### src/rtl/alu_src_scheduler.sv
// alu_src_scheduler
//   Shares the single ALUSrc1 mux + ALU operand path between two requesters
//   (0 = core datapath, 1 = debug/test port). A request is arbitrated in IDLE,
//   its operands are latched and held on the ALU inputs for ALU_LAT cycles
//   (EXEC), and the captured result is returned with a valid/ready handshake
//   (RESP). This block is the only driver of ALUSrc1 and the ALU operands.
//
//   Optional feature macro: ALU_SCHED_RR_EN
//     defined   -> round-robin on a 2'b11 tie (the requester that did not own
//                  the previous operation wins)
//     undefined -> fixed priority, requester 0 wins ties
//
// Ports
//   clk, reset         rising-edge clock, async active-high reset
//   req[1:0]           per-requester request, held until the matching gnt bit
//   req_a0/a1          operand A (ReadData1) per requester
//   req_b0/b1          operand B per requester
//   req_op0/op1        ALU opcode per requester
//   req_zero[1:0]      1 = replace operand A with the zero register (ALUSrc1=1)
//   gnt[1:0]           one-cycle grant; operands are latched in this cycle
//   alu_src1           MUX1 select
//   alu_a, alu_b       ALU operands (alu_a feeds the MUX1 ReadData1 input)
//   alu_op             ALU control
//   alu_result         ALU output, sampled on the last EXEC cycle
//   rsp_valid[1:0]     result valid towards requester 0/1, one-hot or zero
//   rsp_data           captured result
//   rsp_ready[1:0]     per-requester accept
//   busy               high whenever the scheduler is not IDLE

`timescale 1ns/1ps

module alu_src_scheduler #(
  parameter int DATA_W  = 8,
  parameter int OP_W    = 3,
  parameter int ALU_LAT = 1
) (
  input  logic              clk,
  input  logic              reset,
  input  logic [1:0]        req,
  input  logic [DATA_W-1:0] req_a0,
  input  logic [DATA_W-1:0] req_a1,
  input  logic [DATA_W-1:0] req_b0,
  input  logic [DATA_W-1:0] req_b1,
  input  logic [OP_W-1:0]   req_op0,
  input  logic [OP_W-1:0]   req_op1,
  input  logic [1:0]        req_zero,
  output logic [1:0]        gnt,
  output logic              alu_src1,
  output logic [DATA_W-1:0] alu_a,
  output logic [DATA_W-1:0] alu_b,
  output logic [OP_W-1:0]   alu_op,
  input  logic [DATA_W-1:0] alu_result,
  output logic [1:0]        rsp_valid,
  output logic [DATA_W-1:0] rsp_data,
  input  logic [1:0]        rsp_ready,
  output logic              busy
);

  localparam int CNT_W = 4;

  if (ALU_LAT < 1 || ALU_LAT > 15) begin : g_lat_check
    $error("alu_src_scheduler: ALU_LAT must be in 1..15");
  end

  typedef enum logic [1:0] {
    IDLE = 2'd0,
    EXEC = 2'd1,
    RESP = 2'd2
  } state_t;

  // One requester's operation, in the same field order as the ALU-side
  // registers so a single assignment moves a whole slot onto the ALU.
  typedef struct packed {
    logic              zero;
    logic [OP_W-1:0]   op;
    logic [DATA_W-1:0] b;
    logic [DATA_W-1:0] a;
  } op_req_t;

  state_t           state;
  logic [CNT_W-1:0] cnt;
  logic             owner;       // requester of the operation in flight
  logic             last_owner;  // requester of the last completed operation
  logic             win;
  op_req_t [1:0]    slot;

  assign slot[0] = {req_zero[0], req_op0, req_b0, req_a0};
  assign slot[1] = {req_zero[1], req_op1, req_b1, req_a1};

  // Arbitration. Only meaningful while IDLE with at least one request.
  always_comb begin
    win = 1'b0;
`ifdef ALU_SCHED_RR_EN
    if (req == 2'b11) win = ~last_owner;
    else              win = ~req[0];
`else
    win = ~req[0];
`endif
  end

`ifndef ALU_SCHED_RR_EN
  // Fixed priority never consults last_owner; it is still tracked so both
  // builds share identical state and reset behaviour.
  logic unused_last_owner;
  assign unused_last_owner = last_owner;
`endif

  // The grant is decided and reported in the same IDLE cycle the operands are
  // latched, so a requester may drop req right after seeing gnt. Gated by
  // reset so that all outputs read zero while reset is asserted.
  assign gnt  = (state == IDLE && !reset && |req) ? (win ? 2'b10 : 2'b01) : 2'b00;
  assign busy = (state != IDLE);

  always_ff @(posedge clk or posedge reset) begin
    if (reset) begin
      state      <= IDLE;
      cnt        <= '0;
      owner      <= 1'b0;
      last_owner <= 1'b1;        // requester 0 wins the first round-robin tie
      alu_src1   <= 1'b0;
      alu_op     <= '0;
      alu_b      <= '0;
      alu_a      <= '0;
      rsp_valid  <= 2'b00;
      rsp_data   <= '0;
    end else begin
      case (state)
        IDLE: begin
          if (|req) begin
            owner                           <= win;
            {alu_src1, alu_op, alu_b, alu_a} <= slot[win];
            cnt                             <= CNT_W'(ALU_LAT - 1);
            state                           <= EXEC;
          end
        end
        EXEC: begin
          // ALU inputs stay on the latched values for the whole state.
          if (cnt != '0) begin
            cnt <= cnt - 1'b1;
          end else begin
            rsp_data  <= alu_result;
            rsp_valid <= owner ? 2'b10 : 2'b01;
            state     <= RESP;
          end
        end
        RESP: begin
          // Only the owner's ready completes the handshake. No arbitration
          // on this cycle; the next request is looked at in IDLE.
          if (rsp_ready[owner]) begin
            rsp_valid  <= 2'b00;
            last_owner <= owner;
            state      <= IDLE;
          end
        end
        default: state <= IDLE;
      endcase
    end
  end

endmodule

### config.mk
export PLATFORM = sky130hd
export DESIGN_NAME = alu_src_scheduler
export DESIGN_NICKNAME = d
export VERILOG_FILES = /design/src/rtl/alu_src_scheduler.sv
export SDC_FILE = /design/constraint.sdc
export NUM_CORES = 1
export LEC_CHECK = 0
export ABC_AREA = 1
export CAP_MARGIN = 20
export CORE_MARGIN = 10
export CORE_UTILIZATION = 41
export DETAILED_ROUTE_END_ITERATION = 10
export PLACE_DENSITY = 0.89
export SLEW_MARGIN = 15
export SYNTH_ARGS = -nofsm -noshare
export SYNTH_HDL_FRONTEND = slang
export SYNTH_SLANG_ARGS = --single-unit
### constraint.sdc
create_clock -name clk -period 1.5 [get_ports clk]
set_clock_uncertainty 0.1 [all_clocks]
set_input_delay 0.3 -clock clk [delete_from_list [all_inputs] [get_ports clk]]
set_output_delay 0.3 -clock clk [all_outputs]
set_load 0.005 [all_outputs]
==> metrics.cfg <==
[floorplan]
initial_core_util_pct = 42.6
die_h_um = 87.2
die_w_um = 87.2
std_cell_rows = 24
core_area_um2 = 4350
pin_count = 87
die_area_um2 = 7610

[global_routing]
grt_max_degree = 41
overflow = 0
grt_pass1_vias = 1750
grtUsageTotal_pct = 13.4
antenna_found_initial = 0
grt_pass1_wl_mm = 8.25

[timing]
rsz0062_at_grt = true
tightest_slew_ps = 313
fin_setup_tns_ps = -351
period_needed_ps = 1640
period_share_pct = 109
slew_headroom_pct = 79.1
fmax_mhz = 610
hold_viol_final = 0
finalMaxSlewViolations = 0
worst_slack_ps = -141
setup_viol = 3

[yosys]
synth_fp_nets = 304
ys_ff_latch = 37
ys_warn_count = 0
synth_top_area_share_pct = 50.0
synthTopCellsByArea = dfrtp_1 50%, nand2_1 26%, inv_1 5.9%, o21ai_0 5.4%, buf_6 3.0%
synth.largest_area_cell = dfrtp_1
synth_cells = 248
synth_area_um2 = 1850
avgSynthCellArea_um2 = 7.47
synth_cell_types = 19
ys_seq_area_share_pct = 50.0

[route]
routed_wl_mm = 5.09
final_antenna_net_count = 0
avgViaCountPerCell = 4.50
drcViolationCount = 0
drt_first_pass_iters = 4
detail_route.wl_per_cell_um = 12.8
initialDrtViolationCount = 57
route.vias.total = 1795

[critical_path]
crit_required_ps = 1100
crit_buf_inv = 2
max_stage_delay_ps = 410
path_class = reg2out
slowest_stage = dfrtp_1
critPathCaptureType = output pin
cp.arrival_ps = 1240
crit_chain = nor2_4 > buf_6 > o21ai_4 > nor3_2 > buf_2
path_delay_family = flip-flops
worstPathMaxFanout = 3
setup.worst_path.start_class = flop

[clock_tree]
tritoncts = yes
clk_pin_slew_ps = 70
numCtsBuffers = 5
cts_hold_buf = 0
cts_max_level = 2
cts_buffer_depth = 2
worstSkewPairLatency_ps = 290
root_buffer = clkbuf_8
clock-sinks = 37

[power]
p_sw_share_pct = 38.4
combPwrFrac_pct = 49.6
p_seq_share_pct = 36.4
intPower_mw = 2.92
power_density_nw_per_um2 = 1630
ir_drop_mv = 0.780
p_leak_nw = 1.59
clockPowerShare_pct = 14.0
p_sw_mw = 1.82

[final_layout]
final_cell_area_um2 = 2900
layout-drive-gt1-share_pct = 11.0
area_growth_pct = 56.7
n_fill_cell = 382
nets = 402
num_antenna_cells = 0
final_cells = 399

[placed_design]
placed_cells = 385
gp_congestion = 0.811
place_area_um2 = 2780
port_buffers = 86
hpwl_mm = 3.92
post-place-ws_ps = -518

[outcome]
violations = setup timing
status = finished with violations

[min_path]
min_path_type = reg2reg

[run]
cap_viol_max_count = 0

==> cells by family after synthesis <==
family                   count (synthesis)  share of synthesized area, %
buffers and inverters                   42                          10.9
XOR/XNOR                                 1                         0.473
adder cells (fa/ha/maj)                  2                          1.35
AO/OA/AOI/OAI                           22                          6.69
flip-flops                              37                          50.0
AND/OR/NAND/NOR                        144                          30.7
==> state kept, by name, indices dropped and copies added, names as in the netlist, 2 cells and up <==
| register | count |
|---|---|
| alu_b | 8 |
| state | 2 |
| rsp_data | 8 |
| cnt | 4 |
| rsp_valid | 2 |
| alu_op | 3 |
| alu_a | 8 |
==> power by group through the flow <==
stage | registers (mW) | logic, mW | clock network [mW]
after global routing | 1.78 | 2.69 | 0.737
final | 1.73 | 2.35 | 0.665
after global placement | 1.73 | 2.37 | 0
after detailed placement | 1.75 | 2.43 | 0
after floorplan | 1.77 | 1.15 | 0
after CTS | 1.72 | 2.22 | 0.685
==> final cells by class <==
cell class | instances | area, um2 | share of cell area [%]
clock buffers | 5 | 68.8 | 2.37
clock inverters | 3 | 17.5 | 0.603
inverters | 32 | 130 | 4.48
multi-input cells | 170 | 763 | 26.3
flip-flops and latches | 37 | 926 | 31.9
well taps | 52 | 65.1 | 2.24
repair buffers | 100 | 932 | 32.1
==> synthesized netlist by cell type <==
| cell type | n |
|---|---|
| o21ai_4 | 1 |
| nand2_1 | 128 |
| clkbuf_1 | 2 |
| nand3_2 | 1 |
| buf_6 | 5 |
| inv_2 | 2 |
| nor2_2 | 1 |
| ha_1 | 2 |
| a21boi_0 | 1 |
| o21ai_0 | 20 |
| nor2_4 | 1 |
| inv_1 | 29 |
| nor2_1 | 4 |
| nor3_1 | 1 |
| xor2_1 | 1 |
| nand3_1 | 8 |
| buf_2 | 3 |
| dfrtp_1 | 37 |
| inv_4 | 1 |
==> path summary, 6_finish.rpt <==
check / startpoint / end / slack, ps / cells past startpoint
max in group asynchronous: reset / rsp_data[0] / 610 / 4
min in group asynchronous: reset / alu_a[2] / 500 / 4
min reg2reg: rsp_data[1] / rsp_data[1] / 370 / 2
min: rsp_data[1] / rsp_data[1] / 370 / 2
max: state[0] / gnt[1] / -140 / 5
max reg2reg: state[0] / alu_a[2] / 80 / 7
==> layout by cell type (no fill, tap or decap), drive strengths merged <==
cell,synthesis,layout
o21ai,21,21
clkdlybuf4s50,0,52
dlygate4sd2,0,31
nand2,128,128
nor2,6,6
nand3,9,10
inv,32,32
a21boi,1,1
nor3,1,1
xor2,1,1
ha,2,2
clkbuf,2,5
dfrtp,37,37
clkinvlp,0,1
clkinv,0,2
buf,8,17
==> tightest hold or removal path: cells and delay by family (launching register included) <==
family	cells	cell delay (ps)
and+or+nand+nor	2	110
DFF	1	340
==> layer usage <==
layer	vias up	share of wire, %	wire length, um	global-route usage [%]
met5	-	0	0	0
met1	781	40	2020	14.3
met4	0	1.0	51	3.04
li1	949	-	-	-
met2	58	51	2620	23.9
met3	7	7.8	399	5.90
==> what timing repair did <==
item | in CTS | in global routing
buffers inserted | 3 | 4
gates cloned | 0 | 1
setup endpoints to repair | 47 | 33
pin swaps | 2 | 3
gates resized for setup | 46 | 10
==> per-stage QoR <==
| step | util [%] | power [mW] | hold slack, ps |
|---|---|---|---|
| 3_5_place_dp | 63.9 | 4.19 | 364 |
| 5_1_grt | 66.7 | 5.20 | 398 |
| 6_report | 66.7 | 4.74 | 374 |
| 2_1_floorplan | - | 2.93 | 310 |
| 4_1_cts | 65.2 | 4.63 | 378 |
| 3_3_place_gp | 63.9 | 4.10 | 361 |
Power figures use the tool's default switching activity.
